## config.mk

```make
export PLATFORM = sky130hd
export DESIGN_NAME = x3_dec_accum
export DESIGN_NICKNAME = d
export VERILOG_FILES = /design/src/rtl/x3_dec_accum.sv
export SDC_FILE = /design/constraint.sdc
export NUM_CORES = 1
export LEC_CHECK = 0
export BUFFER_PORTS_ARGS = -buffer_cell sky130_fd_sc_hd__buf_2
export CAP_MARGIN = 5
export CORE_ASPECT_RATIO = 1.75
export CORE_MARGIN = 5
export CORE_UTILIZATION = 54
export DETAILED_ROUTE_END_ITERATION = 8
export HOLD_SLACK_MARGIN = 0.15
export PLACE_DENSITY = 0.81
export RECOVER_POWER = 50
export SLEW_MARGIN = 0
export SYNTH_ARGS = -nofsm -noshare
export SYNTH_HDL_FRONTEND = slang
export SYNTH_SLANG_ARGS = --single-unit
```

## constraint.sdc

```tcl
create_clock -name clk_i -period 3.8 [get_ports clk_i]
set_clock_uncertainty 0.1 [all_clocks]
set_input_delay 0.76 -clock clk_i [delete_from_list [all_inputs] [get_ports clk_i]]
set_output_delay 0.76 -clock clk_i [all_outputs]
set_load 0.1 [all_outputs]
```

## src/rtl/x3_dec_accum.sv

```systemverilog
// Digit-serial decimal-to-binary accumulator. Takes one decoded digit per
// handshake, MSD first, and presents the binary value of the frame together
// with error flags and a digit count on a valid/ready output port.
module x3_dec_accum #(
  parameter int unsigned NDIG  = 4,
  parameter int unsigned OUT_W = 14
) (
  input  logic                         clk_i,
  input  logic                         rst_i,
  input  logic                         digit_valid_i,
  input  logic [3:0]                   digit_i,
  input  logic                         digit_invalid_i,
  input  logic                         digit_last_i,
  output logic                         digit_ready_o,
  output logic                         result_valid_o,
  output logic [OUT_W-1:0]             result_o,
  output logic [1:0]                   result_err_o,
  output logic [$clog2(NDIG+1)-1:0]    result_ndig_o,
  input  logic                         result_ready_i
);

  localparam int unsigned CntW = $clog2(NDIG + 1);

  typedef enum logic {
    StAcc,
    StDone
  } state_e;

  state_e            state_q;
  logic [OUT_W-1:0]  acc_q, acc_d;
  logic [CntW-1:0]   cnt_q, cnt_d;
  logic [1:0]        err_q, err_d;

  logic              result_valid_q;
  logic [OUT_W-1:0]  result_q;
  logic [1:0]        result_err_q;
  logic [CntW-1:0]   result_ndig_q;

  logic              accept;
  logic              full;
  logic              bad_digit;
  logic [OUT_W-1:0]  digit_val;

  // Ready depends only on the state register and reset, never on the inputs.
  always_comb begin
    digit_ready_o = (state_q == StAcc) && !rst_i;
  end

  // Next accumulator contents if the presented digit is accepted this cycle.
  always_comb begin
    accept    = digit_valid_i && digit_ready_o;
    full      = (cnt_q == CntW'(NDIG));
    // Codes 10-15 cannot be a decimal digit, so they are handled like a flagged digit.
    bad_digit = digit_invalid_i || (digit_i > 4'd9);
    digit_val = bad_digit ? '0 : OUT_W'(digit_i);
    acc_d     = acc_q;
    cnt_d     = cnt_q;
    err_d     = err_q;
    if (full) begin
      // Extra digits are swallowed; only the overflow flag records them.
      err_d[1] = 1'b1;
    end else begin
      // A bad digit still occupies its decimal position as a zero.
      acc_d    = (acc_q << 3) + (acc_q << 1) + digit_val;
      cnt_d    = cnt_q + CntW'(1);
      err_d[0] = err_q[0] | bad_digit;
    end
  end

  // Frame FSM: accumulate digits in StAcc, hold a registered result in StDone.
  always_ff @(posedge clk_i) begin
    if (rst_i) begin
      state_q        <= StAcc;
      acc_q          <= '0;
      cnt_q          <= '0;
      err_q          <= '0;
      result_valid_q <= 1'b0;
      result_q       <= '0;
      result_err_q   <= '0;
      result_ndig_q  <= '0;
    end else begin
      unique case (state_q)
        StAcc: begin
          if (accept) begin
            acc_q <= acc_d;
            cnt_q <= cnt_d;
            err_q <= err_d;
            if (digit_last_i) begin
              state_q        <= StDone;
              result_valid_q <= 1'b1;
              result_q       <= acc_d;
              result_err_q   <= err_d;
              result_ndig_q  <= cnt_d;
            end
          end
        end
        StDone: begin
          if (result_ready_i) begin
            state_q        <= StAcc;
            acc_q          <= '0;
            cnt_q          <= '0;
            err_q          <= '0;
            result_valid_q <= 1'b0;
          end
        end
        default: state_q <= StAcc;
      endcase
    end
  end

  assign result_valid_o = result_valid_q;
  assign result_o       = result_q;
  assign result_err_o   = result_err_q;
  assign result_ndig_o  = result_ndig_q;

endmodule

```

==> metrics.yaml <==
critical_path:
  cp.depth: 13
  cpLargestDelayFamily: "compound AO/OA/AOI/OAI gates"
  worstSetupPathType: "input pin to register"
  cp_num_buf_inv: 2
  path_cells: "buf_2 -> o21a_1 -> nor2_1 -> nand2_1 -> fa_1 -> inv_1 -> fa_1 -> a21o_1 -> a221oi_4 -> a21oi_1 -> xnor2_1 -> a21o_1 -> a21oi_1"
  critPathMaxStageDelay_ns: 0.48
  cp-end-kind: "register"
  critPathMaxFanout: 3
  start_kind: "input pin"
  cp.required_ns: 3.81
  rr_worst_depth: 10
  arrival_ns: 3.38
  crit_slowest_cell: "fa_1"
finish:
  num-fill-cells: 385
  diodes: 0
  fin_area_um2: 2560
  area_growth_pct: 8.61
  fin_nets: 343
  drive_above_1_share_pct: 7.49
yosys:
  synth_edf_count: 0
  avgSynthCellArea_um2: 8.35
  synth_area_leaders: "dfxtp_1 (34%), ha_1 (13%), nand2_1 (6.2%)"
  synthArstFlopShare_pct: 0
  yosysTopAreaCell: "dfxtp_1"
  synthCells: 282
  netlist.area_leader.share_pct: 34.0
  ys_warn_count: 0
  syn_nets: 318
  synth_seq_cells: 40
  ys.flop_type: "dfxtp_1"
  ys_types: 47
  ys_seq_area_share_pct: 34.0
  syn_area_um2: 2350
floorplanning:
  rows: 31
  die_h_um: 97.4
  num_io_pins: 31
  die_area_um2: 5830
  start_util_pct: 56.2
  die_x_um: 59.9
  coreArea_um2: 4190
placed_design:
  dp_hpwl_um: 4050
  io_buffer_count: 30
  globalplace.congestion: 0.889
  placed_area_um2: 2510
worst_hold_path:
  hold_path_class: "register to register"
  hold_depth: 2
cts:
  cts.clk_slew.worst_paths_ns: 0.08
  post-cts-setup-buffer-count: 0
  hold_buffers: 0
  cts.repair.resized: 0
  clk_latency_ns: 0.29
  htree_levels: 2
  cts_tree: "built"
  clock_path_buffers: 2
  clockRootBuffer: "clkbuf_8"
  numCtsBuffers: 5
  clkSinkCount: 40
timing:
  drv_slew: 37
  fin_crit_ns: 3.37
  tns_ns: 0
  holdWs_ns: 0.349
  rsz0062_at_grt: "false"
  clock.fmax_ghz: 0.296
  slew_headroom_pct: -5.09
  fin_crit_sh_pct: 88.8
  finalHoldViolCount: 0
  tightestPinTransition_ns: 1.58
  setup_viol: 0
routing:
  routed_wirelength_um: 5320
  wl_per_cell_um: 15.0
  dr.first_iter.drc_count: 100
  firstDrtPassIters: 4
  drc: 0
  viasPerCell: 5.79
  ant_nets: 0
  num_vias: 2060
global_routing:
  grt_max_degree: 37
  grt_overflow: 0
  antenna_found_initial: 0
  grt_pass1_wl_um: 9050
  grt_pass1_vias: 1995
  track_usage_pct: 19.7
pwr:
  peakVddDrop_mv: 0.334
  p_leak_nw: 1.10
  p_per_area_nw_per_um2: 343
run_status:
  violations: "capacitance limit, slew limit"
  status: "complete, but fails checks"
flow_run:
  cap_violations: 1
[metal layers]
| metal | GRT usage [%] | wire length, um | part of all wire, % |
|---|---|---|---|
| met3 | 3.32 | 200 | 3.8 |
| met5 | 0 | 0 | 0 |
| met4 | 7.68 | 126 | 2.4 |
| met1 | 22.8 | 2180 | 41 |
| met2 | 34.3 | 2810 | 53 |
[layout make-up]
cell class	count	area, um^2	share of cell area [%]
Sequential cell	40	801	31.3
Clock inverter	2	12.5	0.489
Multi-Input combinational cell	221	1450	56.8
Timing Repair Buffer	32	135	5.28
Inverter	7	26.3	1.03
Clock buffer	5	68.8	2.69
Tap cell	49	61.3	2.40
[worst paths after layout]
check | end | slack (ns) | start
worst max-delay path | result_o[10] | 0.43 | digit_i[2]
worst min-delay path | result_ndig_o[0] | 0.35 | result_ndig_o[0]
worst max register to register | result_o[10] | 0.89 | acc_q[0]
worst min register to register | result_ndig_o[0] | 0.35 | result_ndig_o[0]
[placed cells by master (no fill, tap or decap), types with 2 or more instances in the layout]
master,n
dfxtp_1,40
nand2_1,39
nor2_1,33
a21oi_1,28
ha_1,24
clkbuf_1,22
o21ai_0,12
nand3_1,12
buf_2,9
nor3_1,8
inv_1,7
xnor2_1,6
a21o_1,5
xor2_1,5
a22oi_1,5
clkbuf_8,5
a311oi_1,4
and2_1,3
nand2b_1,3
and3_1,3
o211ai_1,3
a32o_1,2
a211oi_1,2
a31oi_1,2
fa_1,2
[worst register-to-register path, stage by stage (launching register included)]
cell	delay [ns]
dfxtp_1	0.37
inv_1	0.09
fa_1	0.54
inv_1	0.07
fa_1	0.46
a21o_1	0.23
a221oi_4	0.33
a21oi_1	0.12
xnor2_1	0.22
a21o_1	0.15
a21oi_1	0.05
[Yosys cell counts (2+ instances only)]
cell type and instances:
fa_1 2, nor3_1 8, a311oi_1 4, a32o_1 2, a31oi_1 2, a211oi_1 2
buf_2 7, ha_1 24, a21o_1 5, nor2_1 32, o211ai_1 3, nand2_1 39
and2_1 4, xnor2_1 6, xor2_1 5, clkbuf_1 4, inv_1 7, a22oi_1 5
a21oi_1 28, nand3_1 12, dfxtp_1 40, nand2b_1 3, and3_1 3, o21ai_0 12
[power breakdown]
part	internal, mW	total [mW]	leakage (nW)	switching (mW)
clock	0.124	0.271	0.0400	0.146
sequential	0.434	0.444	0.325	0.0107
combinational	0.0385	0.163	0.739	0.124
total	0.596	0.878	1.10	0.282
[state kept, by name, summed over array words and instances, names as in the netlist]
name,count
acc_q,14
result_ndig_o,3
err_q,2
result_err_o,2
result_o,14
result_valid_o,1
cnt_q,3
state_q,1
[metrics by stage]
stage               setup slack [ns]  power [mW]  std cells  util (%)
finish                         0.427       0.878        356      61.1
global route                   0.239       0.919        356      61.1
CTS                            0.445       0.885        356      61.8
detailed placement             0.152       0.621        349      59.9
global placement               0.217       0.618        349      59.9
floorplan                      0.353       0.588        282         -
[kinds of logic (layout without fill, tap and decap cells)]
family | after synthesis | after routing | share of synthesized area (%)
compound gates | 73 | 73 | 20.9
xor+xnor | 12 | 12 | 5.05
fa+ha+maj | 26 | 26 | 14.5
buf+inv | 21 | 46 | 4.20
flops | 40 | 40 | 34.0
mux | 1 | 1 | 0.425
simple gates | 109 | 109 | 21.0
Power figures use the tool's default switching activity.
